**config.mk**
```make
export PLATFORM = sky130hd
export DESIGN_NAME = mem_router_flat
export DESIGN_NICKNAME = d
export VERILOG_FILES = /design/src/rtl/mem_router_if.sv /design/src/rtl/mem_router.sv /design/src/flat_wrapper.sv
export SDC_FILE = /design/constraint.sdc
export NUM_CORES = 1
export LEC_CHECK = 0
export ABC_AREA = 1
export BUFFER_PORTS_ARGS = -buffer_cell sky130_fd_sc_hd__buf_2
export CAP_MARGIN = 20
export CORE_AREA = 2 2 237 239
export CTS_CLUSTER_SIZE = 10
export DETAILED_ROUTE_END_ITERATION = 10
export DIE_AREA = 0 0 239 241
export GPL_ROUTABILITY_DRIVEN = 0
export PLACE_DENSITY = 0.51
export SETUP_SLACK_MARGIN = 0.05
export SLEW_MARGIN = 40
export SYNTH_ARGS = -nofsm -noshare
export SYNTH_HDL_FRONTEND = slang
export SYNTH_SLANG_ARGS = --single-unit
```
**constraint.sdc**
```tcl
create_clock -name clk -period 2.4 [get_ports clk]
set_clock_uncertainty 0.15 [all_clocks]
set_input_delay 0.48 -clock clk [delete_from_list [all_inputs] [get_ports clk]]
set_output_delay 0.48 -clock clk [all_outputs]
set_load 0.02 [all_outputs]
```
**src/rtl/mem_router_if.sv**
```systemverilog
// Shared types and LSU/CLINT/DMEM bus bundle for the data-side router.
// The router takes the slave view; the LSU and both targets take the master view.
package mem_router_pkg;

  typedef enum logic [1:0] {
    BYTE,
    HALF_WORD,
    WORD,
    DOUBLE_WORD
  } mem_access_size_t;

  typedef struct packed {
    logic [63:0]      addr;
    mem_access_size_t size;
    logic             wr;
    logic             zext;
    logic [63:0]      wdata;
  } mem_req_t;

endpackage

interface mem_router_if;
  import mem_router_pkg::*;

  logic             req_valid;
  logic             req_ready;
  logic [63:0]      req_addr;
  mem_access_size_t req_size;
  logic             req_wr;
  logic             req_zero_extnd;
  logic [63:0]      req_wr_data;

  logic             resp_valid;
  logic [63:0]      resp_data;
  logic             resp_exc_valid;
  logic [4:0]       resp_exc_code;

  logic [63:0]      clint_addr;
  logic             clint_valid;
  mem_access_size_t clint_byte_en;
  logic             clint_wr;
  logic             clint_zero_extnd;
  logic [63:0]      clint_wr_data;
  logic             clint_ready;
  logic [63:0]      clint_data;
  logic             clint_resp_valid;
  logic             clint_exc_valid;
  logic [4:0]       clint_exc_code;

  logic [63:0]      dmem_addr;
  logic             dmem_valid;
  mem_access_size_t dmem_byte_en;
  logic             dmem_wr;
  logic             dmem_zero_extnd;
  logic [63:0]      dmem_wr_data;
  logic             dmem_ready;
  logic [63:0]      dmem_data;
  logic             dmem_resp_valid;

  modport slave (
    input  req_valid, req_addr, req_size,
    input  req_wr, req_zero_extnd, req_wr_data,
    output req_ready,
    output resp_valid, resp_data,
    output resp_exc_valid, resp_exc_code,
    output clint_addr, clint_valid, clint_byte_en,
    output clint_wr, clint_zero_extnd, clint_wr_data,
    input  clint_ready, clint_data, clint_resp_valid,
    input  clint_exc_valid, clint_exc_code,
    output dmem_addr, dmem_valid, dmem_byte_en,
    output dmem_wr, dmem_zero_extnd, dmem_wr_data,
    input  dmem_ready, dmem_data, dmem_resp_valid
  );

  modport master (
    output req_valid, req_addr, req_size,
    output req_wr, req_zero_extnd, req_wr_data,
    input  req_ready,
    input  resp_valid, resp_data,
    input  resp_exc_valid, resp_exc_code,
    input  clint_addr, clint_valid, clint_byte_en,
    input  clint_wr, clint_zero_extnd, clint_wr_data,
    output clint_ready, clint_data, clint_resp_valid,
    output clint_exc_valid, clint_exc_code,
    input  dmem_addr, dmem_valid, dmem_byte_en,
    input  dmem_wr, dmem_zero_extnd, dmem_wr_data,
    output dmem_ready, dmem_data, dmem_resp_valid
  );

endinterface

```
**src/rtl/mem_router.sv**
```systemverilog
// Data-side router: one LSU request at a time to CLINT or DMEM,
// with local misalign/unmapped/timeout faults and one response each.
module mem_router
  import mem_router_pkg::*;
#(
  parameter logic [63:0] DMEM_BASE = 64'h0000_0000_8000_0000,
  parameter logic [63:0] DMEM_SIZE = 64'h0000_0000_0001_0000,
  parameter int unsigned TIMEOUT   = 256
) (
  input logic        clk,
  input logic        reset_n,
  mem_router_if.slave bus
);

  typedef enum logic [1:0] {
    IDLE,
    ISSUE,
    WAIT,
    RESP
  } state_t;

  state_t      state;
  mem_req_t    rq;
  logic        ready;
  logic        rvalid;
  logic [63:0] rdata;
  logic        exc_v;
  logic [4:0]  exc_c;
  logic        clint_v;
  logic        dmem_v;
  logic [15:0] cnt;

  logic [63:0] off;
  logic        clint_hit;
  logic        dmem_hit;
  logic        misal;
  logic        accept;
  logic        expire;

  assign off       = bus.req_addr - DMEM_BASE;
  assign clint_hit = bus.req_addr[63:16] == 48'h1;
  assign dmem_hit  = (bus.req_addr >= DMEM_BASE)
                   && (off < DMEM_SIZE);
  assign accept    = bus.req_valid && ready;
  assign expire    = cnt == 16'(TIMEOUT - 1);

  always_comb begin
    misal = 1'b0;
    unique case (bus.req_size)
      HALF_WORD:   misal = bus.req_addr[0];
      WORD:        misal = |bus.req_addr[1:0];
      DOUBLE_WORD: misal = |bus.req_addr[2:0];
      default:     misal = 1'b0;
    endcase
  end

  always_ff @(posedge clk or negedge reset_n) begin
    if (!reset_n) begin
      state   <= IDLE;
      rq      <= '0;
      ready   <= 1'b0;
      rvalid  <= 1'b0;
      rdata   <= '0;
      exc_v   <= 1'b0;
      exc_c   <= '0;
      clint_v <= 1'b0;
      dmem_v  <= 1'b0;
      cnt     <= '0;
    end else begin
      rvalid <= 1'b0;
      rdata  <= '0;
      exc_v  <= 1'b0;
      exc_c  <= '0;
      unique case (state)
        IDLE, RESP: begin
          ready <= 1'b1;
          state <= IDLE;
          if (accept) begin
            rq.addr  <= bus.req_addr;
            rq.size  <= bus.req_size;
            rq.wr    <= bus.req_wr;
            rq.zext  <= bus.req_zero_extnd;
            rq.wdata <= bus.req_wr_data;
            if (clint_hit || (dmem_hit && !misal)) begin
              state   <= ISSUE;
              ready   <= 1'b0;
              cnt     <= '0;
              clint_v <= clint_hit;
              dmem_v  <= !clint_hit;
            end else begin
              // 4/6 misaligned, 5/7 unmapped; bit1 marks a store
              state  <= RESP;
              rvalid <= 1'b1;
              exc_v  <= 1'b1;
              exc_c  <= {3'b001, bus.req_wr, !dmem_hit};
            end
          end
        end
        ISSUE: begin
          cnt <= cnt + 16'd1;
          if (clint_v && bus.clint_ready) begin
            clint_v <= 1'b0;
            state   <= RESP;
            ready   <= 1'b1;
            rvalid  <= 1'b1;
            exc_v   <= bus.clint_exc_valid;
            if (bus.clint_exc_valid)
              exc_c <= bus.clint_exc_code;
            if (!rq.wr && !bus.clint_exc_valid)
              rdata <= bus.clint_data;
          end else if (dmem_v && bus.dmem_ready
                       && bus.dmem_resp_valid) begin
            dmem_v <= 1'b0;
            state  <= RESP;
            ready  <= 1'b1;
            rvalid <= 1'b1;
            if (!rq.wr)
              rdata <= bus.dmem_data;
          end else if (expire) begin
            clint_v <= 1'b0;
            dmem_v  <= 1'b0;
            state   <= RESP;
            ready   <= 1'b1;
            rvalid  <= 1'b1;
            exc_v   <= 1'b1;
            exc_c   <= {3'b001, rq.wr, 1'b1};
          end else if (dmem_v && bus.dmem_ready) begin
            dmem_v <= 1'b0;
            state  <= WAIT;
          end
        end
        WAIT: begin
          if (bus.dmem_resp_valid) begin
            state  <= RESP;
            ready  <= 1'b1;
            rvalid <= 1'b1;
            if (!rq.wr)
              rdata <= bus.dmem_data;
          end else if (expire) begin
            state  <= RESP;
            ready  <= 1'b1;
            rvalid <= 1'b1;
            exc_v  <= 1'b1;
            exc_c  <= {3'b001, rq.wr, 1'b1};
          end else begin
            cnt <= cnt + 16'd1;
          end
        end
        default: state <= IDLE;
      endcase
    end
  end

  assign bus.req_ready        = ready;
  assign bus.resp_valid       = rvalid;
  assign bus.resp_data        = rdata;
  assign bus.resp_exc_valid   = exc_v;
  assign bus.resp_exc_code    = exc_c;

  assign bus.clint_addr       = rq.addr;
  assign bus.clint_valid      = clint_v;
  assign bus.clint_byte_en    = rq.size;
  assign bus.clint_wr         = rq.wr;
  assign bus.clint_zero_extnd = rq.zext;
  assign bus.clint_wr_data    = rq.wdata;

  assign bus.dmem_addr        = rq.addr;
  assign bus.dmem_valid       = dmem_v;
  assign bus.dmem_byte_en     = rq.size;
  assign bus.dmem_wr          = rq.wr;
  assign bus.dmem_zero_extnd  = rq.zext;
  assign bus.dmem_wr_data     = rq.wdata;

endmodule

```
**src/flat_wrapper.sv**
```systemverilog
// flat-port wrapper written by rule: the top's interface ports become plain ports
module mem_router_flat import mem_router_pkg::*;
#(
  parameter logic [63:0] DMEM_BASE = 64'h0000_0000_8000_0000,
  parameter logic [63:0] DMEM_SIZE = 64'h0000_0000_0001_0000,
  parameter int unsigned TIMEOUT   = 256
)
  (clk, reset_n, bus_req_valid, bus_req_addr, bus_req_size, bus_req_wr, bus_req_zero_extnd, bus_req_wr_data, bus_req_ready, bus_resp_valid, bus_resp_data, bus_resp_exc_valid, bus_resp_exc_code, bus_clint_addr, bus_clint_valid, bus_clint_byte_en, bus_clint_wr, bus_clint_zero_extnd, bus_clint_wr_data, bus_clint_ready, bus_clint_data, bus_clint_resp_valid, bus_clint_exc_valid, bus_clint_exc_code, bus_dmem_addr, bus_dmem_valid, bus_dmem_byte_en, bus_dmem_wr, bus_dmem_zero_extnd, bus_dmem_wr_data, bus_dmem_ready, bus_dmem_data, bus_dmem_resp_valid);
  mem_router_if bus_i ();
  input logic clk;
  input logic reset_n;
  input wire logic [$bits(bus_i.req_valid)-1:0] bus_req_valid;
  input wire logic [$bits(bus_i.req_addr)-1:0] bus_req_addr;
  input wire logic [$bits(bus_i.req_size)-1:0] bus_req_size;
  input wire logic [$bits(bus_i.req_wr)-1:0] bus_req_wr;
  input wire logic [$bits(bus_i.req_zero_extnd)-1:0] bus_req_zero_extnd;
  input wire logic [$bits(bus_i.req_wr_data)-1:0] bus_req_wr_data;
  output wire logic [$bits(bus_i.req_ready)-1:0] bus_req_ready;
  output wire logic [$bits(bus_i.resp_valid)-1:0] bus_resp_valid;
  output wire logic [$bits(bus_i.resp_data)-1:0] bus_resp_data;
  output wire logic [$bits(bus_i.resp_exc_valid)-1:0] bus_resp_exc_valid;
  output wire logic [$bits(bus_i.resp_exc_code)-1:0] bus_resp_exc_code;
  output wire logic [$bits(bus_i.clint_addr)-1:0] bus_clint_addr;
  output wire logic [$bits(bus_i.clint_valid)-1:0] bus_clint_valid;
  output wire logic [$bits(bus_i.clint_byte_en)-1:0] bus_clint_byte_en;
  output wire logic [$bits(bus_i.clint_wr)-1:0] bus_clint_wr;
  output wire logic [$bits(bus_i.clint_zero_extnd)-1:0] bus_clint_zero_extnd;
  output wire logic [$bits(bus_i.clint_wr_data)-1:0] bus_clint_wr_data;
  input wire logic [$bits(bus_i.clint_ready)-1:0] bus_clint_ready;
  input wire logic [$bits(bus_i.clint_data)-1:0] bus_clint_data;
  input wire logic [$bits(bus_i.clint_resp_valid)-1:0] bus_clint_resp_valid;
  input wire logic [$bits(bus_i.clint_exc_valid)-1:0] bus_clint_exc_valid;
  input wire logic [$bits(bus_i.clint_exc_code)-1:0] bus_clint_exc_code;
  output wire logic [$bits(bus_i.dmem_addr)-1:0] bus_dmem_addr;
  output wire logic [$bits(bus_i.dmem_valid)-1:0] bus_dmem_valid;
  output wire logic [$bits(bus_i.dmem_byte_en)-1:0] bus_dmem_byte_en;
  output wire logic [$bits(bus_i.dmem_wr)-1:0] bus_dmem_wr;
  output wire logic [$bits(bus_i.dmem_zero_extnd)-1:0] bus_dmem_zero_extnd;
  output wire logic [$bits(bus_i.dmem_wr_data)-1:0] bus_dmem_wr_data;
  input wire logic [$bits(bus_i.dmem_ready)-1:0] bus_dmem_ready;
  input wire logic [$bits(bus_i.dmem_data)-1:0] bus_dmem_data;
  input wire logic [$bits(bus_i.dmem_resp_valid)-1:0] bus_dmem_resp_valid;
  assign bus_i.req_valid = bus_req_valid;
  assign bus_i.req_addr = bus_req_addr;
  assign bus_i.req_size = bus_req_size;
  assign bus_i.req_wr = bus_req_wr;
  assign bus_i.req_zero_extnd = bus_req_zero_extnd;
  assign bus_i.req_wr_data = bus_req_wr_data;
  assign bus_req_ready = bus_i.req_ready;
  assign bus_resp_valid = bus_i.resp_valid;
  assign bus_resp_data = bus_i.resp_data;
  assign bus_resp_exc_valid = bus_i.resp_exc_valid;
  assign bus_resp_exc_code = bus_i.resp_exc_code;
  assign bus_clint_addr = bus_i.clint_addr;
  assign bus_clint_valid = bus_i.clint_valid;
  assign bus_clint_byte_en = bus_i.clint_byte_en;
  assign bus_clint_wr = bus_i.clint_wr;
  assign bus_clint_zero_extnd = bus_i.clint_zero_extnd;
  assign bus_clint_wr_data = bus_i.clint_wr_data;
  assign bus_i.clint_ready = bus_clint_ready;
  assign bus_i.clint_data = bus_clint_data;
  assign bus_i.clint_resp_valid = bus_clint_resp_valid;
  assign bus_i.clint_exc_valid = bus_clint_exc_valid;
  assign bus_i.clint_exc_code = bus_clint_exc_code;
  assign bus_dmem_addr = bus_i.dmem_addr;
  assign bus_dmem_valid = bus_i.dmem_valid;
  assign bus_dmem_byte_en = bus_i.dmem_byte_en;
  assign bus_dmem_wr = bus_i.dmem_wr;
  assign bus_dmem_zero_extnd = bus_i.dmem_zero_extnd;
  assign bus_dmem_wr_data = bus_i.dmem_wr_data;
  assign bus_i.dmem_ready = bus_dmem_ready;
  assign bus_i.dmem_data = bus_dmem_data;
  assign bus_i.dmem_resp_valid = bus_dmem_resp_valid;
  mem_router #(.DMEM_BASE(DMEM_BASE), .DMEM_SIZE(DMEM_SIZE), .TIMEOUT(TIMEOUT)) u_core (.clk(clk), .reset_n(reset_n), .bus(bus_i));
endmodule
```
After elaboration in Yosys (flattened, before gate mapping)
Index checks and enable logic that the tools add are counted.
W data, S select, Z words.
{"block": "word_totals", "ram_bits": 0, "n_memories": 0, "latch_bits": 0, "input_bits": 273, "romBits": 0, "register_bits": 224, "output_inout_bits": 338}
{"block": "classes", "addsub": 2, "n_eq_ne": 18, "multipliers": 0, "div": 0, "bitwise_logic": 0, "n_lt_le_gt_ge": 2, "shift": 0, "reduce_logical": 23, "n_mux": 59}
{"cell": "$mux W64", "count": 5}
{"cell": "$pmux W64 S2", "count": 1}
{"cell": "$ge A64 B32 Y1 const B", "count": 1}
{"cell": "$lt A64 B17 Y1 const B", "count": 1}
{"cell": "$mux W16", "count": 4}
{"cell": "$sub A64 B32 Y64 const B", "count": 1}
{"cell": "$eq A48 B1 Y1 const B", "count": 1}
{"cell": "$pmux W16 S3", "count": 1}
{"cell": "$mux W1", "count": 25}
{"cell": "$mux W5", "count": 4}
{"cell": "$add A16 B1 Y16 const B", "count": 1}
{"cell": "$eq A16 B8 Y1 const B", "count": 1}
{"cell": "$mux W2", "count": 8}
{"cell": "$pmux W5 S3", "count": 1}
{"cell": "$pmux W1 S3", "count": 4}
{"cell": "$reduce_and A5 Y1", "count": 2}
{"cell": "$mux W3", "count": 3}
{"cell": "$eq A2 B2 Y1 const B", "count": 4}
{"cell": "$logic_and A1 B1 Y1", "count": 7}
{"cell": "$ne A2 B2 Y1 const B", "count": 3}
{"cell": "$ne A3 B2 Y1 const B", "count": 2}
{"cell": "$pmux W2 S3", "count": 1}
{"cell": "$logic_not A1 Y1", "count": 5}
{"cell": "$ne A5 B1 Y1 const B", "count": 1}
{"cell": "12 further kinds", "count": 17}

Depth between registers and ports, before layout
Gate-level depths: netlist (run 1).
{"block": "depth", "ltp_word": 8, "depth_mapped": 19, "ltp_nobuf": 18}

Least setup slack after synthesis (run 1)
OpenSTA, ideal clock, no wires.
{"block": "synth_path", "kind": "input to register", "start": "in bus_req_addr[31]", "end": "reg u_core.cnt[6]", "setup_slack_ns": -0.182, "t_required_ns": 2.132, "path_stages": 18, "t_arrival_ns": 2.314, "path_cell_list": "inv_1 -> ha_1 -> nand2_4 -> nor2_8 -> nand2_4 -> nor2_2 -> nand2_1 -> nand2_1 -> nand2_1 -> nor2_1 -> nand2_1 -> nor2_4 -> nand3_4 -> nand3_4 -> nand3_4 -> buf_6 -> nand2_1 -> nand2_1"}
{"block": "synth_via", "elab_chain_cells": 7, "elab_cells_between_ends": 9, "cone_classes": "1 x add/sub; 2 x order compare; 2 x eq/ne; 4 x reduce/logical"}
{"item": "start, declared", "line_no": "flat_wrapper.sv:13", "rtl": "input wire logic [$bits(bus_i.req_addr)-1:0] bus_req_addr;"}
{"item": "$sub A64 B32 Y64", "line_no": "mem_router.sv:40", "rtl": "assign off = bus.req_addr - DMEM_BASE;"}
{"item": "$lt A64 B17 Y1", "line_no": "mem_router.sv:43", "rtl": "&& (off < DMEM_SIZE);"}
{"item": "$logic_and A1 B1 Y1", "line_no": "mem_router.sv:43"}
{"item": "$logic_and A1 B1 Y1", "line_no": "mem_router.sv:84", "rtl": "if (clint_hit || (dmem_hit && !misal)) begin"}
{"item": "$logic_or A1 B1 Y1 (*)", "line_no": "mem_router.sv:84"}
{"item": "$ne A2 B1 Y1 (no line) (*)"}
{"item": "$reduce_and A4 Y1 (no line) (*)"}
{"item": "end signal, assigned", "line_no": "mem_router.sv:100", "rtl": "cnt <= cnt + 16'd1;"}
{"item": "end signal, assigned", "line_no": "mem_router.sv:146", "rtl": "cnt <= cnt + 16'd1;"}
{"item": "end, declared", "line_no": "mem_router.sv:31", "rtl": "logic [15:0] cnt;"}
Mark *: on every way between the ends. The rest lies on a longest branch, timed or not.
A chain may end at the register's enable or synchronous reset.

Final worst setup path (run 1)
{"block": "layout_path", "start": "in bus_req_addr[31]", "end": "reg u_core.cnt[3]"}
The elaborated chain is that of the path after synthesis.

==> results of run 1 <==
-- sequential cells by signal, indices dropped and copies added (netlist names) --
register / flops
u_core.bus.req_ready: 1
u_core.bus.clint_zero_extnd: 1
u_core.bus.clint_addr: 64
u_core.bus.clint_wr: 1
u_core.bus.clint_wr_data: 64
u_core.bus.clint_valid: 1
u_core.bus.resp_exc_code: 5
u_core.bus.clint_byte_en: 2
u_core.bus.resp_valid: 1
u_core.state: 2
u_core.bus.resp_exc_valid: 1
u_core.bus.resp_data: 64
u_core.cnt: 16
u_core.bus.dmem_valid: 1
-- cell families (layout without fill, tap and decap cells) --
kind of cell / count (synthesis) / in the layout
other: 0 / 4
DFF: 224 / 224
AOI/OAI and AO/OA: 152 / 152
and+or+nand+nor: 805 / 807
adders and majority gates: 4 / 4
buffers and inverters: 273 / 1028
xor gates and xnor gates: 12 / 12
-- power groups by stage --
stage                     Sequential [W]  Combinational [W]  Clock (W)
after floorplan                  0.00753            0.00576          0
after global placement           0.00626            0.00990          0
after detailed placement         0.00633            0.00993          0
after CTS                        0.00628             0.0102    0.00454
after global routing             0.00645             0.0112    0.00467
final                            0.00629             0.0103    0.00438
-- worst max-delay path, stage by stage --
cell and delay, ns:
buf_6 0.10, clkinvlp_4 0.12, ha_4 0.22, nand2_8 0.08, nor2_8 0.20, nand2_4 0.08, nor2_4 0.12, nand2_2 0.07
nand2_2 0.06, nand2_2 0.05, nor2_1 0.10, nand2_1 0.09, nor2_4 0.17, nand3_4 0.10, nand3_4 0.16, nand3_4 0.17
nand2_2 0.11, nand2_1 0.05
-- through the flow --
step | setup WS, ns | power (W) | TNS (ns) | hold slack (ns)
final | 0.170 | 0.0210 | 0 | 0.0204
after global routing | 0.00573 | 0.0223 | 0 | 0.00534
after CTS | 0.0532 | 0.0210 | 0 | 0.0000415
after detailed placement | -0.519 | 0.0163 | -11.64 | 0.294
after global placement | -0.482 | 0.0162 | -11.07 | 0.291
after floorplan | 0.0239 | 0.0133 | 0 | 0.0344
-- area by class of cell --
class	instances	area, um^2
Clock inverter	8	158
Clock buffer	36	772
Multi-Input combinational cell	975	4510
Timing Repair Buffer	896	5840
Sequential cell	224	5610
Fill cell	5782	36800
Antenna cell	4	10.0
Inverter	88	339
Tap cell	704	881
-- per-layer routing --
layer / share of wire / routed length (um) / global-route usage
met1: 0.42 / 20500 / 0.194
met2: 0.49 / 23800 / 0.263
met3: 0.060 / 2940 / 0.0283
met4: 0.035 / 1710 / 0.0644
met5: 0.00018 / 9 / 0
-- worst min path at each step --
| stage | to | cells after the start | startpoint | slack, ns |
|---|---|---|---|---|
| final | u_core.bus.resp_data[10] | 3 | bus_dmem_data[10] | 0.02 |
| after detailed placement | u_core.bus.resp_data[39] | 1 | reset_n | 0.29 |
| after global placement | u_core.bus.resp_data[39] | 1 | reset_n | 0.29 |
| after CTS | u_core.bus.resp_data[10] | 3 | bus_dmem_data[10] | 0.00004 |
| after global routing | u_core.bus.resp_data[18] | 3 | bus_dmem_data[18] | 0.005 |
| after floorplan | u_core.bus.clint_addr[0] | 0 | reset_n | 0.03 |
-- placed cells by master, fill, tap and decap left out, types with 2 or more instances in the layout --
master	count
nor2_2	14
nand3_4	4
clkbuf_8	2
nor3_4	2
nor3b_1	3
nand4_1	23
clkbuf_16	30
a21oi_1	66
nand2_1	593
a21oi_2	5
buf_2	607
bufinv_16	4
nand3_2	5
inv_1	83
buf_6	3
inv_2	2
buf_12	11
diode_2	4
nor2_4	13
o21ai_1	5
nor2_1	94
ha_4	2
xor2_1	8
dlygate4sd3_1	184
clkinv_2	2
clkbuf_1	5
nand2_2	13
nand2_4	4
nand3_1	27
nor3_1	5
dfrtp_1	224
o21ai_0	65
clkinvlp_4	2
nor4_1	3
buf_4	89
xnor2_1	4
-- what timing repair did --
action | in CTS | in global routing
resized for setup | 0 | 56
endpoints found under the hold margin | 180 | 0
hold buffers | 184 | 0
buffers inserted | 0 | 8
setup endpoints to repair | 0 | 35
==> impl_metrics.json, run 1 <==
{
  "outcome": "complete, no violations",
  "clkPwrFrac": 0.209,
  "crit_path_end": "u_core.cnt[3]",
  "clock_sinks": 224,
  "end_kind": "register",
  "ant_nets": 0,
  "synth_top_family_by_area": "simple AND/OR/NAND/NOR gates",
  "pwr-share-comb": 0.491,
  "synth_warnings": 0,
  "rsz0062_at_grt": "yes",
  "worstRegToRegCells": 9,
  "die_x_um": 239,
  "htree_levels": 1,
  "tightest_slew_ns": 0.478,
  "placed_cells": 2691,
  "grt_use_total": 0.155,
  "synth-compound-area-share": 0.0692,
  "ys_dominant_reg_cell": "dfrtp_1",
  "cts_root_buf": "clkbuf_16",
  "hpwl_mm": 35.7,
  "power_switching_share": 0.474,
  "r2r-end": "u_core.bus.resp_data[59]",
  "num_vias": 12400,
  "yosys.area_share.simple": 0.290,
  "critical_path_class": "in2reg",
  "critPathArrivalTime_ns": 2.54,
  "ys_types": 39,
  "clock.fmax_mhz": 449,
  "regToRegSetupSlack_ns": 0.17,
  "avgSynthCellArea_um2": 7.75,
  "seqPwrFrac": 0.300,
  "routed_wl_mm": 48.9,
  "max-cap-violations": 0,
  "hold_violations": 0,
  "finalSetupViolations": 0,
  "peakVddDrop_mv": 0.703,
  "rows": 86,
  "power.net_switching_w": 0.00993,
  "finalInstanceArea_um2": 18100,
  "synthAdderAreaFrac": 0.00439,
  "syn_area_um2": 11400,
  "start_util": 0.208,
  "synth_common_cells": "605 x nand2_1, 224 x dfrtp_1, 133 x buf_4, 105 x nor2_1, 86 x inv_1",
  "instances_no_fill": 2935,
  "synthMuxAreaShare": 0,
  "maxSlewViolCount": 0,
  "p_leak_nw": 9.66,
  "grt_pass1_wl_mm": 69.8,
  "synthTopCellsByArea": "dfrtp_1 49%, nand2_1 20%, buf_4 8.8%, nor2_1 3.5%, a21oi_1 3.1%",
  "dr.first_iter.drc_count": 559,
  "power.density_nw_per_um2": 1160,
  "cts_buffers": 29,
  "hold_path_class": "in2reg",
  "crit_path_max_fanout": 8,
  "clk_latency_ns": 0.58,
  "synth_nets": 1747,
  "synth_cells": 1470,
  "io_buffers": 609,
  "nets": 2491,
  "path_clk_slew_ns": 0.06,
  "postPlaceCellArea_um2": 15000,
  "synth-seq-area-share": 0.492,
  "synth_top_area_frac": 0.492,
  "drc_errors": 0,
  "cp-startpoint": "bus_req_addr[31]",
  "antenna_found_initial": 9,
  "first_global_vias": 12200,
  "drt_first_pass_iters": 6,
  "synthXorXnorAreaFrac": 0.00923,
  "coreArea_um2": 54900,
  "die_h_um": 241,
  "synth-seq-cells": 224,
  "crit_required_ns": 2.71,
  "wl_per_cell_um": 16.7,
  "async_flop_share": 1.00,
  "layout-drive-gt1-share": 0.370,
  "cp-start-kind": "primary input",
  "period_share": 0.929,
  "finish.utilization": 0.330,
  "slew_headroom": 0.678,
  "grt_max_degree": 101,
  "p_int_w": 0.0110,
  "dieArea_um2": 57600,
  "io_pins": 611,
  "cts_tree": "built",
  "synth-edff-count": 0,
  "yosysTopAreaCell": "dfrtp_1",
  "post-route-min-period_ns": 2.23,
  "vias_per_cell": 4.22,
  "synth_most_common_cell": "nand2_1",
  "area_delta_synth_final_pct": 59.1,
  "r2r_start": "u_core.state[1]",
  "grt.overflow.total": 0,
  "cts_buffer_depth": 3
}
Power figures use the tool's default switching activity.
==> run 2: changes to the inputs <==
--- a/config.mk
+++ b/config.mk
@@ -14,6 +14,7 @@
 export DIE_AREA = 0 0 239 241
 export GPL_ROUTABILITY_DRIVEN = 0
 export PLACE_DENSITY = 0.51
+export REMOVE_ABC_BUFFERS = 1
 export SETUP_SLACK_MARGIN = 0.05
 export SLEW_MARGIN = 40
 export SYNTH_ARGS = -nofsm -noshare
==> impl_metrics.json, run 2 (synthesized netlist as in run 1, its figures left out) <==
{
  "rows": 86,
  "coreArea_um2": 54900,
  "cp-start-kind": "register",
  "io_buffers": 609,
  "ant_nets": 0,
  "end_kind": "register",
  "num_vias": 12500,
  "cp_slowest_stage_delay_ns": 0.42,
  "clock.fmax_mhz": 425,
  "finish.utilization": 0.329,
  "hpwl_mm": 34.8,
  "fillers": 5745,
  "min_from": "bus_dmem_data[9]",
  "grt_pass1_wl_mm": 67.8,
  "p_leak_nw": 9.71,
  "dieArea_um2": 57600,
  "clock_sinks": 224,
  "peakVddDrop_mv": 0.732,
  "dr.first_iter.drc_count": 599,
  "crit_path_max_fanout": 5,
  "drt_first_pass_iters": 5,
  "hold_violations": 0,
  "total_power_w": 0.0208,
  "area_delta_synth_final_pct": 58.8,
  "grt.overflow.total": 0,
  "crit_required_ns": 2.76,
  "routed_wl_mm": 47.6,
  "hold_path_class": "in2reg",
  "path_clk_slew_ns": 0.06,
  "wl_per_cell_um": 16.1,
  "worstRegToRegCells": 13,
  "maxSlewViolCount": 0,
  "cts_root_buf": "clkbuf_16",
  "multi_input_area_um2": 4410,
  "power.density_nw_per_um2": 1150,
  "nets": 2509,
  "clk_latency_ns": 0.56,
  "cts_buffer_depth": 3,
  "r2r_start": "u_core.cnt[1]",
  "max-cap-violations": 0,
  "io_pins": 611,
  "htree_levels": 1,
  "start_util": 0.208,
  "final_cell_mix": "608 x buf_2, 601 x nand2_1, 224 x dfrtp_1",
  "min_to": "u_core.bus.resp_data[9]",
  "die_h_um": 241,
  "r2r-end": "u_core.bus.resp_valid",
  "cts_buffers": 28,
  "die_x_um": 239,
  "layout-drive-gt1-share": 0.365,
  "finalSetupViolations": 0,
  "post-route-min-period_ns": 2.35,
  "critPathArrivalTime_ns": 2.71,
  "period_share": 0.981,
  "regArea_um2": 5610,
  "critPathSlowestCell": "dfrtp_1",
  "first_global_vias": 12200,
  "rsz0062_at_grt": "yes",
  "antenna_found_initial": 7,
  "vias_per_cell": 4.24,
  "tightest_slew_ns": 0.572,
  "final_common_cell": "buf_2",
  "critical_path_class": "reg2reg",
  "min_path_cells": 3,
  "regToRegSetupSlack_ns": 0.05,
  "drc_errors": 0,
  "outcome": "complete, no violations",
  "grt_max_degree": 88,
  "cts_tree": "built",
  "grt_use_total": 0.149,
  "slew_headroom": 0.619,
  "path_cells": "ha_4 > nand3_4 > nor2_4 > nand2_2 > nor4_4 > buf_4 > clkinvlp_4 > a31oi_4 > inv_2 > nand2_2 > buf_6 > nand2_1 > nand2_1"
}
run 2: changes by cell type in the layout (fill, tap and decap cells not counted), moves of 4 or more:
cell     before  now
nand3_2       5    0
nor2_4       13    8
nand3_1      27   31
buf_12       11    7
a21oi_2       5    1
nor2_1       94  102
a21oi_1      66   70
nand2_2      13    6
nor2_2       14   10
nand2_1     593  601
buf_4        89  107
run 2: worst max-delay path: cells and delay by family, from the launching register on:
| family | cells | cell delay (ns) |
|---|---|---|
| adders and majority gates | 1 | 0.19 |
| AOI/OAI and AO/OA | 1 | 0.22 |
| and+or+nand+nor | 7 | 0.79 |
| buffers and inverters | 4 | 0.51 |
| DFF | 1 | 0.42 |
run 2: timing repair:
item                       in CTS  in global routing
hold buffers                  184                  0
pin swaps                       0                 11
setup endpoints to repair       6                 67
buffers inserted                0                 11
hold endpoints to repair      190                  0
resized for setup               1                 34
gates cloned                    0                  4
run 2: how the worst max path moves through the flow:
stage	start	end	slack (ns)	depth (start not counted)
detailed placement	bus_req_addr[31]	u_core.cnt[12]	-0.46	18
global route	u_core.cnt[1]	u_core.bus.resp_valid	-0.05	13
global placement	bus_req_addr[31]	u_core.cnt[10]	-0.41	18
CTS	u_core.cnt[0]	u_core.bus.dmem_valid	0.06	11
floorplan	u_core.state[0]	u_core.bus.resp_exc_code[1]	-6.73	8
finish	u_core.cnt[1]	u_core.bus.resp_valid	0.05	13
run 2: through the flow:
stage / setup TNS (ns) / std cells / instance area, um^2 / hold WS, ns / setup slack, ns
detailed placement: -10.52 / 2707 / 15100 / 0.329 / -0.459
global placement: -9.51 / 2707 / 15100 / 0.317 / -0.412
global route: -0.146 / 2949 / 18100 / 0.0324 / -0.0525
finish: 0 / 2949 / 18100 / 0.0334 / 0.0459
CTS: 0 / 2931 / 17800 / 0.000411 / 0.0587
floorplan: -1044.57 / 1285 / 10200 / 0.0344 / -6.73
run 2: power by group:
group / switching, W / total (W) / leakage [nW] / internal (W)
clock: 0.00161 / 0.00401 / 0.411 / 0.00240
combinational: 0.00708 / 0.0105 / 6.39 / 0.00343
sequential: 0.00114 / 0.00625 / 2.91 / 0.00511
run 2: metal layers:
| metal | part of all wire | up-vias | track usage |
|---|---|---|---|
| met5 | 0.00078 | - | 0 |
| met2 | 0.48 | 508 | 0.258 |
| met1 | 0.42 | 5899 | 0.186 |
| met4 | 0.035 | 6 | 0.0547 |
| met3 | 0.064 | 105 | 0.0260 |
| li1 | - | 5986 | - |
run 2: layout make-up:
class,count,area share
Clock inverter,5,0.00491
Antenna cell,3,0.000415
Inverter,88,0.0188
Sequential cell,224,0.310
Tap cell,704,0.0487
Clock buffer,35,0.0419
Multi-Input combinational cell,974,0.244
Timing Repair Buffer,916,0.331
==> run 3: changes to the inputs <==
--- a/config.mk
+++ b/config.mk
@@ -8,12 +8,14 @@
 export ABC_AREA = 1
 export BUFFER_PORTS_ARGS = -buffer_cell sky130_fd_sc_hd__buf_2
 export CAP_MARGIN = 20
-export CORE_AREA = 2 2 237 239
+export CELL_PAD_IN_SITES_DETAIL_PLACEMENT = 0
+export CELL_PAD_IN_SITES_GLOBAL_PLACEMENT = 1
+export CORE_AREA = 2 2 239 241
 export CTS_CLUSTER_SIZE = 10
 export DETAILED_ROUTE_END_ITERATION = 10
-export DIE_AREA = 0 0 239 241
+export DIE_AREA = 0 0 241 243
 export GPL_ROUTABILITY_DRIVEN = 0
-export PLACE_DENSITY = 0.51
+export PLACE_DENSITY = 0.65
 export REMOVE_ABC_BUFFERS = 1
 export SETUP_SLACK_MARGIN = 0.05
 export SLEW_MARGIN = 40
==> impl_metrics.json, run 3 (synthesized netlist as in run 1, its figures left out) <==
{
  "grt.overflow.total": 0,
  "placed_cells": 2764,
  "path_clk_slew_ns": 0.06,
  "cp_slowest_stage_delay_ns": 0.40,
  "cp-start-kind": "register",
  "start_util": 0.204,
  "layout-drive-gt1-share": 0.374,
  "cts_buffers": 30,
  "hold_violations": 0,
  "grt_use_total": 0.162,
  "outcome": "complete, no violations",
  "drt_first_pass_iters": 5,
  "die_h_um": 243,
  "final_cell_mix": "608 x buf_2, 601 x nand2_1, 224 x dfrtp_1",
  "rows": 87,
  "coreArea_um2": 56000,
  "critPathArrivalTime_ns": 2.65,
  "grt_use_met2": 0.288,
  "io_buffers": 609,
  "instances_no_fill": 3007,
  "max-cap-violations": 0,
  "period_share": 0.957,
  "grt.busiest_layer": "met2",
  "grt_max_degree": 82,
  "maxSlewViolCount": 0,
  "post-route-min-period_ns": 2.30,
  "postPlaceCellArea_um2": 15200,
  "dr.first_iter.drc_count": 576,
  "power.density_nw_per_um2": 1160,
  "place_ws_ns": -0.525,
  "slew_headroom": 0.648,
  "rsz0062_at_grt": "yes",
  "grt_pass1_wl_mm": 72.9,
  "vias_per_cell": 4.13,
  "finalSetupViolations": 0,
  "area_delta_synth_final_pct": 61.0,
  "ant_nets": 0,
  "first_global_vias": 12700,
  "critical_path_class": "reg2reg",
  "total_power_w": 0.0213,
  "clock.fmax_mhz": 435,
  "cts_root_buf": "clkbuf_16",
  "nets": 2508,
  "clock_sinks": 224,
  "crit_required_ns": 2.75,
  "end_kind": "register",
  "dieArea_um2": 58600,
  "p_leak_nw": 9.78,
  "routed_wl_mm": 49.8,
  "use_met3": 0.0305,
  "fin_ws_ns": 0.103,
  "drc_errors": 0,
  "cts_buffer_depth": 3,
  "io_pins": 611,
  "wl_per_cell_um": 16.6,
  "htree_levels": 1,
  "antenna_found_initial": 10,
  "cts_tree": "built",
  "clk_latency_ns": 0.57,
  "path_cells": "ha_2 > nand3_2 > nor2_4 > nand2_2 > nor4_4 > buf_4 > nand2_2 > o211ai_1 > nand2_1 > a21oi_2 > buf_4 > a21o_1",
  "hold_path_class": "in2reg",
  "critPathSlowestCell": "dfrtp_1",
  "crit_path_max_fanout": 4,
  "final_common_cell": "buf_2",
  "peakVddDrop_mv": 0.782,
  "fillers": 5943,
  "num_vias": 12400,
  "grt_util_met1": 0.189,
  "finalInstanceArea_um2": 18300,
  "hpwl_mm": 37.4,
  "tightest_slew_ns": 0.528,
  "die_x_um": 241
}
==> run 3: changes by cell type in the layout (fill, tap and decap cells not counted), moves of 2 or more <==
cell           change
clkinv_2           +2
bufbuf_16          +2
buf_12             +2
clkbuf_16          +2
o21ai_2            +2
buf_6              -3
nor2_4             +6
dlygate4sd3_1      -3
o21ai_0            -3
clkbuf_8           +3
nor2_1            -12
nor2_2             +6
nand3_2            +3
nand3_1            -2
==> run 3: layer usage <==
layer / wire [um] / vias up
met5: 46 / -
met4: 2100 / 8
met3: 3500 / 107
met2: 24400 / 546
met1: 19800 / 5767
li1: - / 5986
==> run 3: cell type report <==
| cell class | instances | area [um^2] | share of cell area |
|---|---|---|---|
| tap | 756 | 946 | 0.0516 |
| sequential | 224 | 5610 | 0.306 |
| multi-input combinational | 974 | 4450 | 0.243 |
| timing repair buffer | 913 | 6000 | 0.327 |
| antenna | 4 | 10.0 | 0.000546 |
| inverter | 88 | 335 | 0.0183 |
| clock buffer | 40 | 870 | 0.0474 |
| clock inverter | 8 | 120 | 0.00655 |
==> run 3: worst paths after layout <==
check	startpoint	endpoint	slack, ns	cells past startpoint
setup / recovery	u_core.cnt[0]	u_core.bus.resp_exc_code[0]	0.10	12
hold / removal	bus_req_wr_data[49]	u_core.bus.clint_wr_data[49]	0.03	3
setup reg to reg	u_core.cnt[0]	u_core.bus.resp_exc_code[0]	0.10	12
hold reg to reg	u_core.bus.clint_addr[8]	u_core.bus.clint_addr[8]	0.34	2
max in group asynchronous	reset_n	u_core.cnt[8]	1.09	3
min in group asynchronous	reset_n	u_core.bus.resp_data[9]	0.30	2
==> run 3: critical path: cells and delay by family (launching register included) <==
kind	cells	cell delay, ns
AND/OR/NAND/NOR	6	0.77
flip-flops	1	0.40
adder cells (fa/ha/maj)	1	0.21
buffers and inverters	2	0.31
AO/OA/AOI/OAI	3	0.41
==> run 3: repair_timing <==
item / 4_1_cts / 5_1_grt
hold buffers: 181 / 0
resized for setup: 3 / 45
endpoints found under the setup margin: 4 / 40
setup buffers: 0 / 5
pin swaps: 0 / 15
endpoints found under the hold margin: 182 / 0
cloned: 2 / 3
==> run 3: per-stage QoR <==
step                      hold slack, ns  TNS [ns]  utilization
after floorplan                   0.0344  -1044.57            -
after global placement             0.317    -10.80        0.271
after detailed placement           0.320    -11.74        0.271
after CTS                       0.000217         0        0.323
after global routing              0.0169   -0.0112        0.328
final                             0.0299         0        0.328
==> run 3: report_power, final <==
group / switching, W / internal (W) / total [W]
clock network: 0.00173 / 0.00281 / 0.00455
registers: 0.00115 / 0.00511 / 0.00627
logic: 0.00711 / 0.00335 / 0.0105
